[src/rtl/scrod_ack_conditioner.sv]
// scrod_ack_conditioner
// Conditions NCH asynchronous SCROD ACK lines for the trigger coincidence
// stage: 2-FF synchroniser, rising-edge detect, programmable stretch window,
// stuck-high auto-mask and per-channel edge counters with registered readback.
// Build option: define ACK_STUCK_DET_EN to build the stuck-high detector.
// Without it STUCK is tied low and STUCK_LIMIT / STUCK_CLR have no effect.
module scrod_ack_conditioner #(
   parameter int NCH   = 12,
   parameter int CNT_W = 16
) (
   input  logic             CLK_42MHZ,
   input  logic             RESET_N,
   input  logic [NCH-1:0]   ACK_IN,
   input  logic [3:0]       WINDOW,
   input  logic [15:0]      STUCK_LIMIT,
   input  logic             STUCK_CLR,
   input  logic             CNT_CLR,
   input  logic [3:0]       CNT_SEL,
   output logic [NCH-1:0]   ACK_OUT,
   output logic [NCH-1:0]   STUCK,
   output logic [CNT_W-1:0] EDGE_COUNT
);

   logic [NCH-1:0]   s1, s2, s3;
   logic [NCH-1:0]   rise;
   logic [NCH-1:0]   kill;       // close the window and hold ACK_OUT low
   logic [3:0]       win [NCH];
   logic [CNT_W-1:0] cnt [NCH];
   logic [CNT_W-1:0] sel_cnt;
   logic [3:0]       win_load;

   // A window of 0 behaves as 1; the counter holds (length - 1)
   assign win_load = (WINDOW == 4'd0) ? 4'd0 : WINDOW - 4'd1;
   assign rise     = s2 & ~s3 & ~STUCK;

   // Two-flop synchroniser plus one history stage for edge detection
   always_ff @(posedge CLK_42MHZ or negedge RESET_N) begin
      if (!RESET_N) begin
         s1 <= '0;
         s2 <= '0;
         s3 <= '0;
      end else begin
         s1 <= ACK_IN;
         s2 <= s1;
         s3 <= s2;
      end
   end

`ifdef ACK_STUCK_DET_EN
   logic [15:0]    hi [NCH];
   logic [NCH-1:0] stuck_q;
   logic [NCH-1:0] stuck_set;

   // Flag on the edge where s2 completes STUCK_LIMIT consecutive high cycles;
   // a same-cycle STUCK_CLR wins over the set
   always_comb begin
      stuck_set = '0;
      for (int i = 0; i < NCH; i++) begin
         stuck_set[i] = (STUCK_LIMIT != 16'd0) && s2[i] &&
                        (hi[i] == STUCK_LIMIT - 16'd1) && !STUCK_CLR;
      end
   end

   // High-time counters (saturating) and sticky stuck flags
   always_ff @(posedge CLK_42MHZ or negedge RESET_N) begin
      if (!RESET_N) begin
         stuck_q <= '0;
         for (int i = 0; i < NCH; i++) hi[i] <= '0;
      end else begin
         for (int i = 0; i < NCH; i++) begin
            if (STUCK_CLR) begin
               hi[i]      <= '0;
               stuck_q[i] <= 1'b0;
            end else begin
               if (!s2[i])                hi[i] <= '0;
               else if (hi[i] != 16'hFFFF) hi[i] <= hi[i] + 16'd1;
               if (stuck_set[i])          stuck_q[i] <= 1'b1;
            end
         end
      end
   end

   assign STUCK = stuck_q;
   assign kill  = stuck_set | stuck_q;
`else
   logic unused_stuck_cfg;
   assign unused_stuck_cfg = ^{STUCK_LIMIT, STUCK_CLR};
   assign STUCK            = '0;
   assign kill             = '0;
`endif

   // Stretch window: reload on rise (extends an open window), count down,
   // drop ACK_OUT once the counter has reached zero
   always_ff @(posedge CLK_42MHZ or negedge RESET_N) begin
      if (!RESET_N) begin
         ACK_OUT <= '0;
         for (int i = 0; i < NCH; i++) win[i] <= '0;
      end else begin
         for (int i = 0; i < NCH; i++) begin
            if (kill[i]) begin
               ACK_OUT[i] <= 1'b0;
               win[i]     <= '0;
            end else if (rise[i]) begin
               ACK_OUT[i] <= 1'b1;
               win[i]     <= win_load;
            end else if (win[i] != 4'd0) begin
               win[i]     <= win[i] - 4'd1;
            end else begin
               ACK_OUT[i] <= 1'b0;
            end
         end
      end
   end

   // Per-channel edge counters; clear has priority and counters wrap
   always_ff @(posedge CLK_42MHZ or negedge RESET_N) begin
      if (!RESET_N) begin
         for (int i = 0; i < NCH; i++) cnt[i] <= '0;
      end else begin
         for (int i = 0; i < NCH; i++) begin
            if (CNT_CLR)      cnt[i] <= '0;
            else if (rise[i]) cnt[i] <= cnt[i] + CNT_W'(1);
         end
      end
   end

   // Select the addressed counter; selects past the last channel read zero
   always_comb begin
      sel_cnt = '0;
      for (int i = 0; i < NCH; i++) begin
         if (CNT_SEL == 4'(i)) sel_cnt = cnt[i];
      end
   end

   // Registered readback
   always_ff @(posedge CLK_42MHZ or negedge RESET_N) begin
      if (!RESET_N) EDGE_COUNT <= '0;
      else          EDGE_COUNT <= sel_cnt;
   end

endmodule

[config.mk]
export PLATFORM = sky130hd
export DESIGN_NAME = scrod_ack_conditioner
export DESIGN_NICKNAME = d
export VERILOG_FILES = /design/src/rtl/scrod_ack_conditioner.sv
export SDC_FILE = /design/constraint.sdc
export NUM_CORES = 1
export LEC_CHECK = 0
export ABC_AREA = 1
export CORE_UTILIZATION = 60
export CTS_CLUSTER_SIZE = 16
export DETAILED_ROUTE_END_ITERATION = 12
export PLACE_DENSITY = 0.81
export SLEW_MARGIN = 20
export SYNTH_ARGS = -nofsm -noshare
export SYNTH_HDL_FRONTEND = slang
export SYNTH_SLANG_ARGS = --single-unit
[constraint.sdc]
create_clock -name CLK_42MHZ -period 3.8 [get_ports CLK_42MHZ]
set_input_delay 0.76 -clock CLK_42MHZ [delete_from_list [all_inputs] [get_ports CLK_42MHZ]]
set_output_delay 0.76 -clock CLK_42MHZ [all_outputs]
set_load 0.02 [all_outputs]
==> summary.txt <==
Run status
  • Status: completed

Setup path
  • Crit. Startpoint: CNT_SEL[1]
  • Reg2Reg Launch Point: s3[8]
  • Kind of cell adding the most delay to the critical path: simple AND/OR/NAND/NOR gates
  • Critical Path RT: 4260 ps
  • WP data arrival: 3170 ps
  • Worst reg2reg path depth: 10
  • Peak fanout along the critical path: 17
  • CP Class: input pin to flop
  • Crit path capture: EDGE_COUNT[2]
  • Critical-path cell with the highest stage delay: clkdlybuf4s50_1
  • Crit-path max cell delay: 610 ps
  • Capturing point of the worst reg2reg path: cnt[62]
  • Levels on crit path: 8
  • Worst path cell trace: clkdlybuf4s50_1, nor2_2, nand2_1, inv_1, a21oi_1, nand3_1, nand2_1, nand3_1
  • Critical path capture point type: flop
  • CP Buf/Inv Count: 2
  • Worst Setup Start Kind: input pin
  • Reg2reg setup slack: 1510 ps

Clocking
  • Worst-Skew Late Latency: 530 ps
  • Clock edge transition at the registers on the reported setup and hold paths: 60 ps
  • CTS Hold Bufs: 0
  • Clock tree buffer depth: 3
  • Clock H-tree levels: 2
  • CTS-repair resized insts: 0
  • Root buf cell: clkbuf_16
  • Post-CTS setup buffer count: 0
  • Clock buffer count from CTS: 34
  • CTS tree: built
  • Clock sink count: 304

STA
  • Final setup vio count: 0
  • Slew margin rel.: 0.494
  • Final period util: 0.712
  • Fmax: 369 MHz
  • Final Hold Violating Endpoints: 0
  • RSZ-0062 raised after global routing: no
  • Layout Skew: 23.0 ps
  • Worst-Margin Slew: 759 ps
  • Max-slew violation count: 0
  • Setup TNS: 0 ps
  • Minimum clock period: 2710 ps

Global routing
  • First-pass GRT wire length: 71300 um
  • Initial antenna violation count: 0
  • Largest net degree at the start of global routing: 132
  • Tot GR Track Use: 0.315
  • Vias in the first global route: 14300
  • Overflow left after global routing: 0

Power
  • Flop pwr share: 0.431
  • Sw Ratio: 0.284
  • Maximum VDD drop: 510 uV
  • NetSw: 0.00257 W
  • Clock Power Share: 0.389
  • Cell internal pwr: 0.00647 W
  • Overall Power: 0.00904 W
  • Cell leakage power: 8.60 nW
  • PwrDens: 492 nW/um^2
  • Power share of the combinational group: 0.180

Placed design
  • Gp weighted congestion: 0.973
  • Dpl hpwl: 29900 um
  • PortBufs: 50
  • Post-placement cell count: 2503

Yosys
  • Synth Cell Area: 16400 um^2
  • Sequential element share of the synthesized area: 0.465
  • Synth cell types: 43
  • Warnings from Yosys: 0
  • Synth cell count leaders: 497 x nand2_1, 306 x inv_1, 304 x dfrtp_1, 218 x nor2_1, 159 x nand3_1
  • Post-synth top area share: 0.465
  • Mapped Cells: 2154
  • Yosys reg bits: 304
  • Cell taking the most area after synthesis: dfrtp_1
  • Main flop type after synthesis: dfrtp_1
  • Count leader, synth: nand2_1
  • Post-synth ARST share: 1.00
  • Syn_area_per_cell: 7.60 um^2
  • Post-synth EDFFs: 0
  • Area contributors post-synth: dfrtp_1 46%, nand2_1 11%, inv_1 7.0%

Die
  • Die Footprint: 28000 um^2
  • Row Count: 60
  • Die Ht: 167 um
  • # IOs: 80
  • Initial Utilization: 0.609
  • Die width: 167 um
  • Core area: 26900 um^2

Drt
  • Via/cell ratio: 5.84
  • First drt pass iteration count: 6
  • 1st-iter DRT viols: 1662
  • DRC viols: 0
  • Post-DRT Antenna Nets: 0
  • WL/cell: 16.6 um
  • Routed wire length: 42600 um
  • Vias: 15000

Final layout
  • Layout Cells excl Fill: 2562
  • Share of layout cells above drive strength 1: 0.0608
  • Nets: 2262
  • Area grow syn2layout: 12.3%
  • Inserted Diodes: 0

Run
  • Max-cap viol count: 0

Hold path
  • Worst Hold Class: input pin to async pin
[how the worst min path moves through the flow]
stage	startpoint	end	slack, ps
floorplan	s1[0]	s2[0]	330
global placement	s1[1]	s2[1]	330
detailed placement	s1[6]	s2[6]	340
CTS	RESET_N	cnt[131]	300
global route	RESET_N	cnt[155]	340
finish	RESET_N	cnt[155]	270
[worst register-to-register path: stages (launching register included)]
cell     delay, ps
dfrtp_1        360
inv_1           50
nand2_1        310
inv_1          340
nand3_1        130
nor2_1         260
nand2_1        160
nor2_1         210
nand3_1        110
o21ai_0        170
nor2_1          70
[cell usage in the layout, fill, tap and decap left out, drive strengths merged, types with 3 or more instances in the layout]
cell           synthesis  layout
dfrtp                304     304
o21ai                103     103
nor3                  93      93
nand3                166     166
nor2                 239     239
a31oi                  4       4
or2                   13      13
inv                  311     310
nand4                103     103
bufinv                 0       4
nor4                  12      12
a21oi                 98      98
o211ai                12      12
a211oi                11      11
o22ai                 24      24
xnor2                 17      17
nand3b                 3       3
conb                   1      12
nand2                504     504
clkinv                 3       9
and3                   5       5
buf                   33      15
xor2                  12      12
clkdlybuf4s50          0      48
nor3b                 11      11
o221ai                12      12
ha                    24      24
clkbuf                33      49
[per-layer routing]
metal / track usage / wire length (um) / vias up
li1: - / - / 7150
met1: 0.431 / 18200 / 7094
met2: 0.508 / 19900 / 614
met3: 0.0475 / 3100 / 109
met4: 0.126 / 1430 / 0
met5: 0 / 0 / -
[registers in the layout (all words and copies together), names as in the netlist]
register	count
ACK_OUT	12
win	48
s2	12
cnt	192
s1	12
s3	12
EDGE_COUNT	16
[logic make-up after synthesis]
kind of cell / count (synthesis) / share of synthesized area
compound gates: 267 / 0.0905
xor+xnor: 29 / 0.0155
fa+ha+maj: 24 / 0.0183
buf+inv: 380 / 0.0909
flops: 304 / 0.465
other cells: 1 / 0.000229
simple gates: 1149 / 0.320
[power by group through the flow]
stage	clock network [W]	registers [W]	logic, W
after floorplan	0	0.00394	0.00106
after global placement	0	0.00391	0.00151
after detailed placement	0	0.00393	0.00160
after CTS	0.00356	0.00388	0.00163
after global routing	0.00368	0.00393	0.00181
final	0.00351	0.00389	0.00163
[through the flow]
step	area, um^2	setup WS, ps	hold WS, ps	utilization
finish	18400	1090	269	0.684
floorplan	16400	1970	331	-
global placement	17200	713	333	0.639
global route	18400	959	339	0.684
detailed placement	17200	684	336	0.639
CTS	18400	1220	302	0.684
[cell type report]
class	instances	area (um^2)
well taps	341	427
fillers	2136	8490
clock buffers	49	1040
inverters	314	1180
flip-flops and latches	304	7610
multi-input cells	1481	7320
clock inverters	10	175
repair buffers	63	636
Note: power is estimated with default switching activity, not from simulation.
